### src/rtl/foct_pkg.sv
// rtl/foct_pkg.sv - shared state type, reset code helper and default FOG settings
package foct_pkg;

   typedef enum logic [1:0] {ST_IDLE, ST_SETTLE, ST_RUN} foct_state_t;

   localparam logic signed [15:0] DEF_AMP    = 16'sh102E;
   localparam logic        [15:0] DEF_BOUND  = 16'h6FD2;
   localparam logic        [15:0] DEF_VRESET = 16'h8170;

   // Offset-binary code of a zero-volt output: only the MSB set.
   function automatic logic [31:0] zero_code(input int dw);
      return 32'd1 << (dw - 1);
   endfunction

endpackage

### src/rtl/foct_mod_dac_gen_if.sv
// rtl/foct_mod_dac_gen_if.sv - ramp step handshake from the loop filter
interface foct_mod_dac_gen_if #(parameter int DW = 16);
   logic [DW-1:0] step_data;
   logic          step_valid;
   logic          step_ready;

   modport master (output step_data, output step_valid, input step_ready);
   modport slave  (input step_data, input step_valid, output step_ready);
endinterface

### src/rtl/foct_ramp_acc.sv
// rtl/foct_ramp_acc.sv - staircase ramp accumulator with step hold and 2pi reset
module foct_ramp_acc #(
   parameter int DW       = 16,
   parameter int RAMP_DIV = 3
) (
   input  logic                 clk,
   input  logic                 rst,
   input  logic                 active,
   input  logic                 keep,
   input  logic                 ramp_en,
   input  logic [DW-1:0]        step_data,
   input  logic                 step_valid,
   output logic                 step_ready,
   input  logic [DW-1:0]        cfg_bound,
   input  logic [DW-1:0]        cfg_vreset,
   output logic signed [DW-1:0] ramp,
   output logic                 reset_evt
);
   localparam int DVW = $clog2(RAMP_DIV + 1);
   localparam logic [DVW-1:0] DIV_LAST = DVW'(RAMP_DIV - 1);

   logic [DVW-1:0]        div;
   logic [DW-1:0]         step_q;
   logic signed [DW:0]    n, bnd;
   logic signed [DW+1:0]  n_up, n_dn;

   assign step_ready = active;
   assign n    = $signed({ramp[DW-1], ramp}) + $signed({step_q[DW-1], step_q});
   assign bnd  = $signed({1'b0, cfg_bound});
   assign n_up = $signed({n[DW], n}) - $signed({2'b00, cfg_vreset});
   assign n_dn = $signed({n[DW], n}) + $signed({2'b00, cfg_vreset});

   // The update reads step_q before this edge's accept lands, so a new step
   // arriving on an update clock only affects the following update.
   always_ff @(posedge clk or posedge rst) begin
      if (rst) begin
         div       <= '0;
         step_q    <= '0;
         ramp      <= '0;
         reset_evt <= 1'b0;
      end else if (!(active && keep)) begin
         div       <= '0;
         step_q    <= '0;
         ramp      <= '0;
         reset_evt <= 1'b0;
      end else begin
         reset_evt <= 1'b0;
         if (step_valid) step_q <= step_data;
         div <= (div == DIV_LAST) ? '0 : div + 1'b1;
         if (div == DIV_LAST && ramp_en) begin
            if (!ramp[DW-1] && ramp != '0 && n >= bnd) begin
               ramp      <= n_up[DW-1:0];
               reset_evt <= 1'b1;
            end else if (ramp[DW-1] && n <= -bnd) begin
               ramp      <= n_dn[DW-1:0];
               reset_evt <= 1'b1;
            end else begin
               ramp <= n[DW-1:0];
            end
         end
      end
   end
endmodule

### src/rtl/foct_mod_dac_gen.sv
// rtl/foct_mod_dac_gen.sv - FOG square-wave modulation plus staircase ramp to an offset-binary DAC
module foct_mod_dac_gen
   import foct_pkg::*;
#(
   parameter int DW        = 16,
   parameter int HALF_CYC  = 3,
   parameter int START_DLY = 3000,
   parameter int RAMP_DIV  = 3
) (
   input  logic                Refin_Clk,
   input  logic                Sys_Rst,
   input  logic                sys_start,
   input  logic [DW-1:0]       cfg_amp,
   input  logic [DW-1:0]       cfg_bias,
   input  logic [DW-1:0]       cfg_bound,
   input  logic [DW-1:0]       cfg_vreset,
   input  logic                ramp_en,
   foct_mod_dac_gen_if.slave   step,
   output logic                DAC_CLK,
   output logic [DW-1:0]       dac_code,
   output logic                de_current,
   output logic                de_temper,
   output logic                reset_evt,
   output logic                sat_err
);
   localparam int PW = $clog2(2 * HALF_CYC);
   localparam int CW = $clog2(START_DLY + 1);
   localparam logic [PW-1:0] PH_LAST  = PW'(2 * HALF_CYC - 1);
   localparam logic [PW-1:0] PH_BIAS  = PW'(HALF_CYC - 1);
   localparam logic [PW-1:0] PH_NEG   = PW'(HALF_CYC);
   localparam logic [PW-1:0] PH_TLATE = PW'(2 * HALF_CYC - 2);
   localparam logic [CW-1:0] CNT_LAST = CW'(START_DLY - 1);
   localparam logic [DW-1:0] ZERO     = DW'(zero_code(DW));
   localparam logic signed [DW+1:0] MAXV = $signed({3'b000, {(DW-1){1'b1}}});
   localparam logic signed [DW+1:0] MINV = $signed({3'b111, {(DW-1){1'b0}}});

   foct_state_t          state;
   logic [CW-1:0]        cnt;
   logic [PW-1:0]        ph;
   logic [DW-1:0]        amp_q, bias_q;
   logic signed [DW-1:0] ramp;
   logic signed [DW:0]   square;
   logic signed [DW+1:0] sum;
   logic [DW-1:0]        sat_val;
   logic                 clip;

   foct_ramp_acc #(.DW(DW), .RAMP_DIV(RAMP_DIV)) u_ramp (
      .clk        (Refin_Clk),
      .rst        (Sys_Rst),
      .active     (state == ST_RUN),
      .keep       (sys_start),
      .ramp_en    (ramp_en),
      .step_data  (step.step_data),
      .step_valid (step.step_valid),
      .step_ready (step.step_ready),
      .cfg_bound  (cfg_bound),
      .cfg_vreset (cfg_vreset),
      .ramp       (ramp),
      .reset_evt  (reset_evt)
   );

   assign DAC_CLK = ~(Refin_Clk & (state != ST_IDLE));

   always_comb begin
      square = $signed({amp_q[DW-1], amp_q});
      if (ph == PH_BIAS || ph == PH_LAST) square = $signed({bias_q[DW-1], bias_q});
      else if (ph >= PH_NEG)              square = -$signed({amp_q[DW-1], amp_q});
      sum     = $signed({square[DW], square}) + $signed({{2{ramp[DW-1]}}, ramp});
      clip    = 1'b1;
      sat_val = sum[DW-1:0];
      if (sum > MAXV)      sat_val = MAXV[DW-1:0];
      else if (sum < MINV) sat_val = MINV[DW-1:0];
      else                 clip    = 1'b0;
   end

   always_ff @(posedge Refin_Clk or posedge Sys_Rst) begin
      if (Sys_Rst) begin
         state      <= ST_IDLE;
         cnt        <= '0;
         ph         <= '0;
         amp_q      <= '0;
         bias_q     <= '0;
         dac_code   <= ZERO;
         de_current <= 1'b0;
         de_temper  <= 1'b0;
         sat_err    <= 1'b0;
      end else if (!sys_start) begin
         state      <= ST_IDLE;
         cnt        <= '0;
         ph         <= '0;
         dac_code   <= ZERO;
         de_current <= 1'b0;
         de_temper  <= 1'b0;
         sat_err    <= 1'b0;
      end else begin
         case (state)
            ST_IDLE:   begin state <= ST_SETTLE; cnt <= '0; end
            ST_SETTLE: if (cnt == CNT_LAST) state <= ST_RUN; else cnt <= cnt + 1'b1;
            default:   ;
         endcase
         // Config is captured only for the upcoming ph=0 so a period never changes level mid-way.
         if (state == ST_IDLE || ph == PH_LAST) begin
            amp_q  <= cfg_amp;
            bias_q <= cfg_bias;
         end
         if (state != ST_IDLE) begin
            ph         <= (ph == PH_LAST) ? '0 : ph + 1'b1;
            dac_code   <= {~sat_val[DW-1], sat_val[DW-2:0]};
            de_current <= (ph == PH_LAST) || (ph == '0);
            de_temper  <= (ph == PW'(1)) || (ph == PH_TLATE);
            if (clip) sat_err <= 1'b1;
         end
      end
   end
endmodule

### src/flat_wrapper.sv
// flat-port wrapper written by rule: the top's interface ports become plain ports
module foct_mod_dac_gen_flat import foct_pkg::*;
#(
   parameter int DW        = 16,
   parameter int HALF_CYC  = 3,
   parameter int START_DLY = 3000,
   parameter int RAMP_DIV  = 3
)
  (Refin_Clk, Sys_Rst, sys_start, cfg_amp, cfg_bias, cfg_bound, cfg_vreset, ramp_en, DAC_CLK, dac_code, de_current, de_temper, reset_evt, sat_err, step_step_data, step_step_valid, step_step_ready);
  foct_mod_dac_gen_if #(.DW(DW)) step_i ();
  input  logic Refin_Clk;
  input  logic Sys_Rst;
  input  logic sys_start;
  input  logic [DW-1:0] cfg_amp;
  input  logic [DW-1:0] cfg_bias;
  input  logic [DW-1:0] cfg_bound;
  input  logic [DW-1:0] cfg_vreset;
  input  logic ramp_en;
  output logic DAC_CLK;
  output logic [DW-1:0] dac_code;
  output logic de_current;
  output logic de_temper;
  output logic reset_evt;
  output logic sat_err;
  input wire logic [$bits(step_i.step_data)-1:0] step_step_data;
  input wire logic [$bits(step_i.step_valid)-1:0] step_step_valid;
  output wire logic [$bits(step_i.step_ready)-1:0] step_step_ready;
  assign step_i.step_data = step_step_data;
  assign step_i.step_valid = step_step_valid;
  assign step_step_ready = step_i.step_ready;
  foct_mod_dac_gen #(.DW(DW), .HALF_CYC(HALF_CYC), .START_DLY(START_DLY), .RAMP_DIV(RAMP_DIV)) u_core (.Refin_Clk(Refin_Clk), .Sys_Rst(Sys_Rst), .sys_start(sys_start), .cfg_amp(cfg_amp), .cfg_bias(cfg_bias), .cfg_bound(cfg_bound), .cfg_vreset(cfg_vreset), .ramp_en(ramp_en), .step(step_i), .DAC_CLK(DAC_CLK), .dac_code(dac_code), .de_current(de_current), .de_temper(de_temper), .reset_evt(reset_evt), .sat_err(sat_err));
endmodule
### config.mk
export PLATFORM = sky130hd
export DESIGN_NAME = foct_mod_dac_gen_flat
export DESIGN_NICKNAME = d
export VERILOG_FILES = /design/src/rtl/foct_pkg.sv /design/src/rtl/foct_mod_dac_gen_if.sv /design/src/rtl/foct_ramp_acc.sv /design/src/rtl/foct_mod_dac_gen.sv /design/src/flat_wrapper.sv
export SDC_FILE = /design/constraint.sdc
export NUM_CORES = 1
export LEC_CHECK = 0
export BUFFER_PORTS_ARGS = -buffer_cell sky130_fd_sc_hd__buf_2
export CAP_MARGIN = 20
export CORE_ASPECT_RATIO = 0.75
export CORE_UTILIZATION = 50
export DETAILED_ROUTE_END_ITERATION = 10
export PLACE_DENSITY = 0.81
export SYNTH_ARGS = -nofsm -noshare
export SYNTH_HDL_FRONTEND = slang
export SYNTH_SLANG_ARGS = --single-unit
### constraint.sdc
create_clock -name Refin_Clk -period 5.36 [get_ports Refin_Clk]
set_input_delay 1.072 -clock Refin_Clk [delete_from_list [all_inputs] [get_ports Refin_Clk]]
set_output_delay 1.072 -clock Refin_Clk [all_outputs]
set_load 0.1 [all_outputs]
==> results of run 1 <==
area by class of cell:
class,instances,share of cell area
Multi-Input combinational cell,827,0.592
Sequential cell,103,0.255
Timing Repair Buffer,116,0.0621
Clock buffer,13,0.0302
Tap cell,242,0.0300
Inverter,70,0.0262
Clock inverter,6,0.00433
Antenna cell,1,0.000248
cells by family after synthesis:
family                   Yosys count  share of synthesized area
adder cells (fa/ha/maj)          103                      0.147
XOR/XNOR                          63                     0.0615
buffers and inverters            108                     0.0471
AND/OR/NAND/NOR                  321                      0.176
flip-flops                       103                      0.287
AO/OA/AOI/OAI                    288                      0.218
multiplexers                      52                     0.0627
registers in the layout, summed over array words and instances (netlist names):
| register | flops |
|---|---|
| u_core.state | 2 |
| u_core.cnt | 12 |
| u_core.sat_err | 1 |
| u_core.de_temper | 1 |
| u_core.ph | 3 |
| u_core.de_current | 1 |
| u_core.amp_q | 16 |
| u_core.u_ramp.step_q | 16 |
| u_core.u_ramp.reset_evt | 1 |
| u_core.bias_q | 16 |
| u_core.u_ramp.ramp | 16 |
| u_core.u_ramp.div | 2 |
| u_core.dac_code | 16 |
per-layer routing:
metal  up-vias  routed length (um)
met2       294                9970
met5         -                   0
met1      3860               11000
met3        31                1660
met4         0                 348
li1       3962                   -
synth_stat cells (all sizes together), types with 4 or more instances:
cell type  instances  area [um2]
clkbuf            32         121
nand2b            10        70.1
o21a              14         105
or2                6        37.5
o31ai              6        45.0
a221o             20         200
inv               70         263
or3               15        93.8
nor2b             13        88.8
buf                6        38.8
a21oi             91         463
a21o              11        82.6
nor2             110         423
fa                 4        80.1
xnor2             38         333
xor2              25         219
nand2             65         244
a22oi              4        30.0
ha                99        1240
o211ai             8        60.1
mux2i             18         180
nor3b              6        45.0
nand4             12        75.1
o21ai             44         220
dfrtp            102        2550
a211oi            18         148
o221ai             7        61.3
a31oi              9        56.3
and3               9        56.3
o21bai            13        97.6
nor3              30         150
o22ai              4        25.0
a311oi             6        52.6
mux2              34         383
and2               8        52.6
nand3             13        65.1
nor4              11        68.8
nand3b             4        30.0
cell usage in the layout, fill, tap and decap left out, drive strengths merged, types with 30 or more instances in the layout:
cell type	synthesis	routed
dfrtp	102	102
nand2	65	65
ha	99	99
o21ai	44	44
xnor2	38	38
inv	70	73
nor2	110	110
a21oi	91	91
buf	6	117
nor3	30	30
mux2	34	34
stage by stage:
stage | worst slack, ns | util
final | 0.467 | 0.574
after global routing | 0.0431 | 0.574
after CTS | 0.371 | 0.572
after detailed placement | 0.367 | 0.553
after global placement | 0.528 | 0.553
after floorplan | 0.873 | -
where the power goes:
| part | internal, mW | total (mW) | switching (mW) |
|---|---|---|---|
| clock network | 0.415 | 0.763 | 0.348 |
| registers | 0.843 | 0.900 | 0.0571 |
| logic | 0.213 | 0.652 | 0.440 |
| total | 1.47 | 2.32 | 0.845 |
what timing repair did:
| action | in CTS | in global routing |
|---|---|---|
| resized for setup | 0 | 1 |
| endpoints found under the setup margin | 0 | 15 |
| hold buffers | 0 | 0 |
critical path, delay by kind of cell (launching register included):
family,cells,cell delay (ns)
AO/OA/AOI/OAI,8,1.63
XOR/XNOR,1,0.16
adder cells (fa/ha/maj),1,0.37
flip-flops,1,0.41
AND/OR/NAND/NOR,8,2.24
worst paths after layout:
path,end,slack (ns),depth (start not counted)
min reg2reg,u_core.u_ramp.div[1]$_DFF_PP0_,0.46,1
min,u_core.u_ramp.div[1]$_DFF_PP0_,0.46,1
max reg2reg,u_core.dac_code[11]$_DFFE_PP0P_,0.47,18
max,u_core.dac_code[11]$_DFFE_PP0P_,0.47,18
max in group asynchronous,u_core.dac_code[15]$_DFFE_PP1P_,3.54,3
min in group asynchronous,u_core.dac_code[1]$_DFFE_PP0P_,0.75,2
==> results.sh, run 1 <==
export IMPL_fmax_mhz=204
export IMPL_grt_busiest_layer="met2"
export IMPL_power_total_mw=2.32
export IMPL_crit_path_cell_trace="or3_1 > nor3_1 > nand2_1 > or3_1 > or2_2 > o21ai_0 > xor2_1 > a21oi_1 > ha_1 > and3_1 > and2_1 > a22o_1 > a21oi_1 > a2111oi_0 > o311ai_0 > a211oi_1 > and2b_2 > a221o_1"
export IMPL_period_share=0.913
export IMPL_wl_mm=22.9
export IMPL_async_flop_share=1.00
export IMPL_die_h_um=118
export IMPL_die_x_um=157
export IMPL_syn_area_um2=8970
export IMPL_crit_type="register to register"
export IMPL_cp_slowest_cell="a2111oi_0"
export IMPL_vdd_ir_drop_max_v=0.000156
export IMPL_hold_viol_final=0
export IMPL_drc=0
export IMPL_drtPass1Iterations=5
export IMPL_finalSetupViolCount=0
export IMPL_leakage_nw=4.84
export IMPL_grtUsageMet2=0.393
export IMPL_cp_start_kind="register"
export IMPL_yosysSeqAreaShare=0.287
export IMPL_postCtsSetupBuffers=0
export IMPL_skew_ns=0.0138
export IMPL_wl_per_cell_um=16.6
export IMPL_hpwlAfterDp_mm=17.7
export IMPL_port_buffers=106
export IMPL_finalHoldWorstSlack_ns=0.462
export IMPL_vias_per_cell=5.91
export IMPL_globalplace_congestion=0.940
export IMPL_seqCellArea_um2=2580
export IMPL_fin_crit_ns=4.89
export IMPL_cts_tree="done"
export IMPL_grtUsageTotal=0.259
export IMPL_p_per_area_nw_per_um2=229
export IMPL_avgSynthCellArea_um2=8.65
export IMPL_core_um2=17600
export IMPL_rsz0062_at_grt="false"
export IMPL_io_pins=107
export IMPL_clk_insertion_delay_late_ns=0.47
export IMPL_drive_gt1_frac=0.170
export IMPL_ant_nets=0
export IMPL_worstSetupEndpointType="register"
export IMPL_synth_fp_nets=1226
export IMPL_rows=42
export IMPL_placed_cell_area_um2=9730
export IMPL_status="finished, final reports clean"
export IMPL_postLayoutCellArea_um2=10100
export IMPL_synthFlopType="dfrtp_1"
export IMPL_fillers=1582
export IMPL_setup_tns_ns=0
export IMPL_netlist_instances=1038
export IMPL_ys_warn_count=0
export IMPL_start_util=0.510
export IMPL_grt_pass1_wl_mm=38.4
export IMPL_worst_slew_pin_slew_ns=0.821
export IMPL_worstSetupStartpoint="u_core.amp_q[0]$_DFFE_PP0P_"
export IMPL_slowest_delay_ns=0.47
export IMPL_multiInputGateArea_um2=5980
export IMPL_instances_no_fill=1378
export IMPL_dieArea_um2=18500
export IMPL_num_vias=8147
export IMPL_drv_cap=0
export IMPL_grt_util_met1=0.380
export IMPL_drt_initial_drc_count=868
export IMPL_grt_use_met3=0.0446
export IMPL_cp_required_ns=5.75
export IMPL_synth_seq_cells=103
export IMPL_r2r_start="u_core.amp_q[0]$_DFFE_PP0P_"
export IMPL_drv_slew=0
export IMPL_path_max_fanout=15
export IMPL_nNetsFinal=1319
export IMPL_antenna_found_initial=1
export IMPL_ys_types=75
export IMPL_area_growth_pct=12.6
export IMPL_holdCritStartpoint="u_core.u_ramp.div[1]$_DFF_PP0_"
export IMPL_relSlewSlack=0.446
export IMPL_grt_pass1_vias=7686
export IMPL_dp_cells=1358
export IMPL_arrival_ns=5.29
export IMPL_synth_edff_count=0
export IMPL_hold_class="register to register"
export IMPL_grt_max_degree=63
export IMPL_clkTransAtPathRegs_ns=0.07
export IMPL_grt_overflow=0
No activity file was read; power rests on OpenSTA's default activity.
==> run 2: changes to the inputs <==
==> constraint.sdc (replaced) <==
create_clock -name Refin_Clk -period 4.7 [get_ports Refin_Clk]
set_input_delay 0.94 -clock Refin_Clk [delete_from_list [all_inputs] [get_ports Refin_Clk]]
set_output_delay 0.94 -clock Refin_Clk [all_outputs]
set_load 0.1 [all_outputs]
==> run 2 against run 1 <==
Compared with the run above:
- critical path depth increased by 1
- global-route usage increased by 0.076 points
- core utilization increased by 2.0 points
- setup slack got worse by 0.38 ns
- flip-flop and latch count unchanged
- combinational power increased by 20%
- worst hold slack improved by 0.0083 ns
- sequential power increased by 14%
- clock power increased by 16%
- via count increased by 2.7%
- sequential share of layout area decreased by 0.84 points
- largest cell class unchanged
- largest power group unchanged
==> results.sh, run 2 (synthesized netlist as in run 1, its figures left out) <==
export IMPL_status="finished, final reports clean"
export IMPL_arrival_ns=4.96
export IMPL_num_vias=8363
export IMPL_hold_depth=1
export IMPL_instances_no_fill=1403
export IMPL_vias_per_cell=5.96
export IMPL_worstSetupEndpointType="register"
export IMPL_switching_share=0.370
export IMPL_fmax_mhz=217
export IMPL_antenna_found_initial=0
export IMPL_wl_mm=23.8
export IMPL_final_cell_mix="107 x nor2_1, 106 x buf_2, 102 x dfrtp_1"
export IMPL_port_buffers=106
export IMPL_drv_cap=0
export IMPL_p_clk_frac=0.328
export IMPL_finalSetupViolCount=0
export IMPL_cp_start_kind="register"
export IMPL_cts_tree="done"
export IMPL_r2r_slack_ns=0.09
export IMPL_r2r_start="u_core.amp_q[2]$_DFFE_PP0P_"
export IMPL_rows=42
export IMPL_slowest_delay_ns=0.42
export IMPL_path_max_fanout=8
export IMPL_clk_insertion_delay_late_ns=0.47
export IMPL_vdd_ir_drop_max_v=0.000184
export IMPL_io_pins=107
export IMPL_drive_gt1_frac=0.208
export IMPL_dieArea_um2=18500
export IMPL_combPwrFrac=0.290
export IMPL_start_util=0.510
export IMPL_path_buf_inv=2
export IMPL_crit_family="simple AND/OR/NAND/NOR gates"
export IMPL_crit_type="register to register"
export IMPL_drc=0
export IMPL_hold_class="register to register"
export IMPL_postLayoutCellArea_um2=10500
export IMPL_r2r_end="u_core.dac_code[2]$_DFFE_PP0P_"
export IMPL_cp_slowest_cell="dfrtp_1"
export IMPL_grt_pass1_wl_mm=38.4
export IMPL_ant_nets=0
export IMPL_grtUsageTotal=0.259
export IMPL_period_share=0.982
export IMPL_placed_cell_area_um2=9870
export IMPL_hpwlAfterDp_mm=18.2
export IMPL_nNetsFinal=1344
export IMPL_drtPass1Iterations=7
export IMPL_die_x_um=157
export IMPL_holdCritStartpoint="u_core.u_ramp.div[1]$_DFF_PP0_"
export IMPL_globalplace_congestion=0.928
export IMPL_clkTransAtPathRegs_ns=0.07
export IMPL_wl_per_cell_um=17.0
export IMPL_drv_slew=0
export IMPL_post_route_util=0.594
export IMPL_drt_initial_drc_count=806
export IMPL_finalHoldWorstSlack_ns=0.471
export IMPL_grt_overflow=0
export IMPL_core_um2=17600
export IMPL_p_int_mw=1.70
export IMPL_worst_slew_pin_slew_ns=0.618
export IMPL_hold_viol_final=0
export IMPL_leakage_nw=4.99
export IMPL_skew_ns=0.0109
export IMPL_holdPathEnd="u_core.u_ramp.div[1]$_DFF_PP0_"
export IMPL_p_per_area_nw_per_um2=259
export IMPL_cp_common_cell="or3_4"
export IMPL_cp_required_ns=5.05
export IMPL_layout_commonest_cell="nor2_1"
export IMPL_dp_cells=1375
export IMPL_p_sw_mw=1.00
export IMPL_grt_max_degree=37
export IMPL_power_frac_seq=0.382
export IMPL_diodes=0
export IMPL_die_h_um=118
export IMPL_area_growth_pct=16.5
export IMPL_rsz0062_at_grt="true"
export IMPL_fin_crit_ns=4.61
export IMPL_rr_worst_depth=19
export IMPL_relSlewSlack=0.587
export IMPL_crit_path_cell_trace="or3_4 > nor3_4 > nand2_1 > or3_4 > buf_4 > o31ai_2 > xor2_1 > a21oi_2 > ha_1 > and3_4 > and2_4 > a22o_4 > a21o_1 > nor3_1 > o21a_1 > a211oi_2 > and2b_1 > buf_6 > a221o_1"
export IMPL_grt_pass1_vias=7879
==> run 2: changes by cell type in the layout (fill, tap and decap cells not counted), sizes merged <==
cell,before,now
buf,117,142
clkinvlp,1,2
diode,1,0
==> run 2: metrics by stage <==
step / setup WS [ns] / power [mW] / setup TNS (ns)
2_1_floorplan: 0.345 / 1.63 / 0
3_3_place_gp: 0.107 / 1.81 / 0
3_5_place_dp: -0.0958 / 1.83 / -1.05
4_1_cts: 0.0389 / 2.68 / 0
5_1_grt: -0.121 / 2.82 / -1.55
6_report: 0.0860 / 2.70 / 0
==> run 2: worst register-to-register path: stages (launching register included) <==
cell and delay, ns:
dfrtp_1 0.42, or3_4 0.42, nor3_4 0.23, nand2_1 0.10
or3_4 0.40, buf_4 0.15, o31ai_2 0.22, xor2_1 0.22
a21oi_2 0.11, ha_1 0.34, and3_4 0.20, and2_4 0.15
a22o_4 0.23, a21o_1 0.23, nor3_1 0.20, o21a_1 0.20
a211oi_2 0.06, and2b_1 0.21, buf_6 0.15, a221o_1 0.27
==> run 2: area by class of cell <==
cell class,instances,area (um2)
multi-input cells,827,6120
repair buffers,141,823
well taps,242,303
flip-flops and latches,103,2580
fillers,1529,7150
inverters,70,265
clock inverters,7,53.8
clock buffers,13,305
==> run 2: worst max path at each step <==
stage / startpoint / end / cells after the start
finish: u_core.amp_q[2]$_DFFE_PP0P_ / u_core.dac_code[2]$_DFFE_PP0P_ / 19
global placement: cfg_bound[2] / u_core.u_ramp.ramp[5]$_DFFE_PP0P_ / 19
CTS: u_core.amp_q[0]$_DFFE_PP0P_ / u_core.dac_code[11]$_DFFE_PP0P_ / 19
detailed placement: u_core.amp_q[0]$_DFFE_PP0P_ / u_core.dac_code[1]$_DFFE_PP0P_ / 19
floorplan: cfg_bound[2] / u_core.u_ramp.ramp[5]$_DFFE_PP0P_ / 19
global route: u_core.amp_q[1]$_DFFE_PP0P_ / u_core.dac_code[11]$_DFFE_PP0P_ / 20
==> run 2: per-layer routing <==
metal	share of wire	global-route usage	up-vias
li1	-	-	4029
met5	0	0	-
met4	0.014	0.0662	0
met2	0.44	0.394	332
met1	0.47	0.379	3970
met3	0.071	0.0434	32
==> run 2: power groups by stage <==
| stage | logic, mW | registers, mW | clock network (mW) |
|---|---|---|---|
| 2_1_floorplan | 0.357 | 1.24 | 0.0372 |
| 3_3_place_gp | 0.724 | 1.04 | 0.0416 |
| 3_5_place_dp | 0.742 | 1.04 | 0.0416 |
| 4_1_cts | 0.746 | 1.03 | 0.904 |
| 5_1_grt | 0.838 | 1.04 | 0.939 |
| 6_report | 0.784 | 1.03 | 0.887 |
==> run 2: repair_timing <==
action,CTS,global route
gates resized for setup,2,37
pin swaps,0,18
setup buffers,0,9
hold buffers,0,0
setup endpoints to repair,16,25
==> run 3: changes to the inputs <==
--- a/config.mk
+++ b/config.mk
@@ -10,7 +10,8 @@
 export CORE_ASPECT_RATIO = 0.75
 export CORE_UTILIZATION = 50
 export DETAILED_ROUTE_END_ITERATION = 10
-export PLACE_DENSITY = 0.81
+export PLACE_DENSITY = 0.72
 export SYNTH_ARGS = -nofsm -noshare
 export SYNTH_HDL_FRONTEND = slang
+export SYNTH_HIERARCHICAL = 1
 export SYNTH_SLANG_ARGS = --single-unit
==> run 3 against run 2 <==
Compared with the run above:
- clock-buffer cell count is the same
- first-iteration DRC count is 5.8% higher
- setup slack improved by 0.082 ns
- power grew 1.9%
- largest power group unchanged
- highest routed layer unchanged
==> results.sh, run 3 <==
export IMPL_relSlewSlack=0.487
export IMPL_grt_pass1_wl_mm=42.0
export IMPL_port_buffers=106
export IMPL_worstSetupStartpoint="u_core/ph[1]$_DFFE_PP0P_"
export IMPL_nNetsFinal=1365
export IMPL_leakage_nw=5.11
export IMPL_crit_type="register to register"
export IMPL_antenna_found_initial=0
export IMPL_synthFlopType="dfrtp_1"
export IMPL_drv_cap=0
export IMPL_hold_viol_final=0
export IMPL_grt_pass1_vias=8112
export IMPL_grt_max_degree=49
export IMPL_hold_depth=1
export IMPL_r2r_start="u_core/ph[1]$_DFFE_PP0P_"
export IMPL_finalHoldWorstSlack_ns=0.471
export IMPL_layout_commonest_cell="nor2_1"
export IMPL_yosysTopAreaCell="dfrtp_1"
export IMPL_cts_tree="done"
export IMPL_wl_mm=25.3
export IMPL_io_pins=107
export IMPL_wl_per_cell_um=17.7
export IMPL_synthTopCellsByArea="dfrtp_1 27%, ha_1 13%, a21oi_1 4.5%"
export IMPL_synth_common_cells="108 x nor2_1, 102 x dfrtp_1, 99 x ha_1"
export IMPL_syn_area_um2=9380
export IMPL_rr_worst_depth=14
export IMPL_hpwlAfterDp_mm=20.1
export IMPL_dp_cells=1404
export IMPL_worst_slew_pin_slew_ns=0.763
export IMPL_ys_types=97
export IMPL_drive_gt1_frac=0.195
export IMPL_area_growth_pct=14.1
export IMPL_fmax_mhz=221
export IMPL_arrival_ns=4.88
export IMPL_cp_required_ns=5.05
export IMPL_num_vias=8565
export IMPL_drtPass1Iterations=5
export IMPL_drt_initial_drc_count=853
export IMPL_drv_slew=0
export IMPL_clk_insertion_delay_late_ns=0.47
export IMPL_netlist_instances=1069
export IMPL_rows=42
export IMPL_final_cell_mix="107 x nor2_1, 106 x buf_2, 102 x dfrtp_1"
export IMPL_p_per_area_nw_per_um2=258
export IMPL_fin_ws_ns=0.168
export IMPL_ys_warn_count=6
export IMPL_place_ws_ns=-0.138
export IMPL_worstSetupEndpointType="register"
export IMPL_yosys_cell_count_top_type="nor2_1"
export IMPL_ant_nets=0
export IMPL_synth_top_area_frac=0.272
export IMPL_hold_class="register to register"
export IMPL_grtUsageTotal=0.271
export IMPL_fin_crit_ns=4.53
export IMPL_status="finished, final reports clean"
export IMPL_synth_seq_cells=103
export IMPL_hold_buffers=0
export IMPL_globalplace_congestion=0.903
export IMPL_vdd_ir_drop_max_v=0.000269
export IMPL_die_h_um=121
export IMPL_core_um2=18000
export IMPL_diodes=0
export IMPL_clkTransAtPathRegs_ns=0.08
export IMPL_drc=0
export IMPL_vias_per_cell=6.01
export IMPL_skew_ns=0.0115
export IMPL_grt_overflow=0
export IMPL_dieArea_um2=19300
export IMPL_finalSetupViolCount=0
export IMPL_cp_start_kind="register"
export IMPL_path_max_fanout=15
export IMPL_placed_cell_area_um2=10200
export IMPL_period_share=0.964
export IMPL_avgSynthCellArea_um2=8.77
export IMPL_synth_edff_count=0
export IMPL_die_x_um=160
export IMPL_postLayoutCellArea_um2=10700
export IMPL_post_route_util=0.595
export IMPL_synth_fp_nets=1257
export IMPL_yosysSeqAreaShare=0.275
export IMPL_async_flop_share=1.00
export IMPL_start_util=0.522
export IMPL_holdCritStartpoint="u_core/u_ramp/div[0]$_DFF_PP0_"
export IMPL_instances_no_fill=1424
[run 3: cell types whose count changed in the layout (fill, tap and decap cells not counted), moves of 7 or more]
cell,previous run,this run
o32ai_1,0,7
a21oi_2,8,0
mux2_2,34,27
nand2_1,64,49
mux2_1,0,8
o21ai_1,3,13
nand3_1,13,21
a211oi_1,16,9
[run 3: timing repair]
action / in CTS / in global routing
setup buffers: 0 / 0
setup endpoints to repair: 0 / 18
resized for setup: 0 / 13
[run 3: area by class of cell]
cell class,count,area (um2)
inverters,65,244
clock buffers,13,305
flip-flops and latches,103,2580
well taps,242,303
multi-input cells,858,6410
repair buffers,136,783
fillers,1638,7280
clock inverters,7,73.8
[run 3: through the flow]
stage          power [mW]  TNS (ns)
6_report             2.76         0
5_1_grt              2.88   -0.0116
4_1_cts              2.77         0
3_5_place_dp         1.89    -0.445
2_1_floorplan        1.69         0
3_3_place_gp         1.87         0
[run 3: worst paths after layout]
| kind | to | slack (ns) |
|---|---|---|
| setup reg to reg | u_core/dac_code[0]$_DFFE_PP0P_ | 0.17 |
| hold reg to reg | u_core/u_ramp/div[0]$_DFF_PP0_ | 0.47 |
| setup / recovery | u_core/dac_code[0]$_DFFE_PP0P_ | 0.17 |
| max in group asynchronous | u_core/dac_code[15]$_DFFE_PP1P_ | 3.31 |
| hold / removal | u_core/u_ramp/div[0]$_DFF_PP0_ | 0.47 |
| min in group asynchronous | u_core/dac_code[1]$_DFFE_PP0P_ | 0.48 |
[run 3: worst max-delay path, cell delays in order (launching register included)]
cell	delay, ns
dfrtp_1	0.46
and2_1	0.20
ha_1	0.20
or3_1	0.51
o41ai_1	0.14
xor2_1	0.11
a21oi_1	0.26
ha_1	0.35
a21o_1	0.23
a221o_1	0.39
a211o_1	0.29
o21ai_1	0.15
mux2_1	0.36
a22o_2	0.36
a221o_1	0.41
[run 3: metal layers]
metal | GRT usage | share of wire | vias up | routed length (um)
met5 | 0 | 0 | - | 0
met4 | 0.0554 | 0.012 | 0 | 304
met3 | 0.0473 | 0.076 | 23 | 1910
met2 | 0.393 | 0.41 | 309 | 10400
met1 | 0.417 | 0.50 | 4059 | 12600
li1 | - | - | 4174 | -
[run 3: cell families after synthesis]
kind of cell,after synthesis,share of synthesized area
AND/OR/NAND/NOR,323,0.177
AO/OA/AOI/OAI,322,0.243
buffers and inverters,108,0.0498
adder cells (fa/ha/maj),103,0.141
flip-flops,103,0.275
multiplexers,57,0.0655
XOR/XNOR,53,0.0495
[run 3: where the power goes]
group / switching (mW) / leakage, nW / internal, mW / total, mW
clock network: 0.428 / 0.188 / 0.489 / 0.917
registers: 0.0696 / 1.34 / 0.965 / 1.03
logic: 0.551 / 3.58 / 0.253 / 0.804
total: 1.05 / 5.11 / 1.71 / 2.76
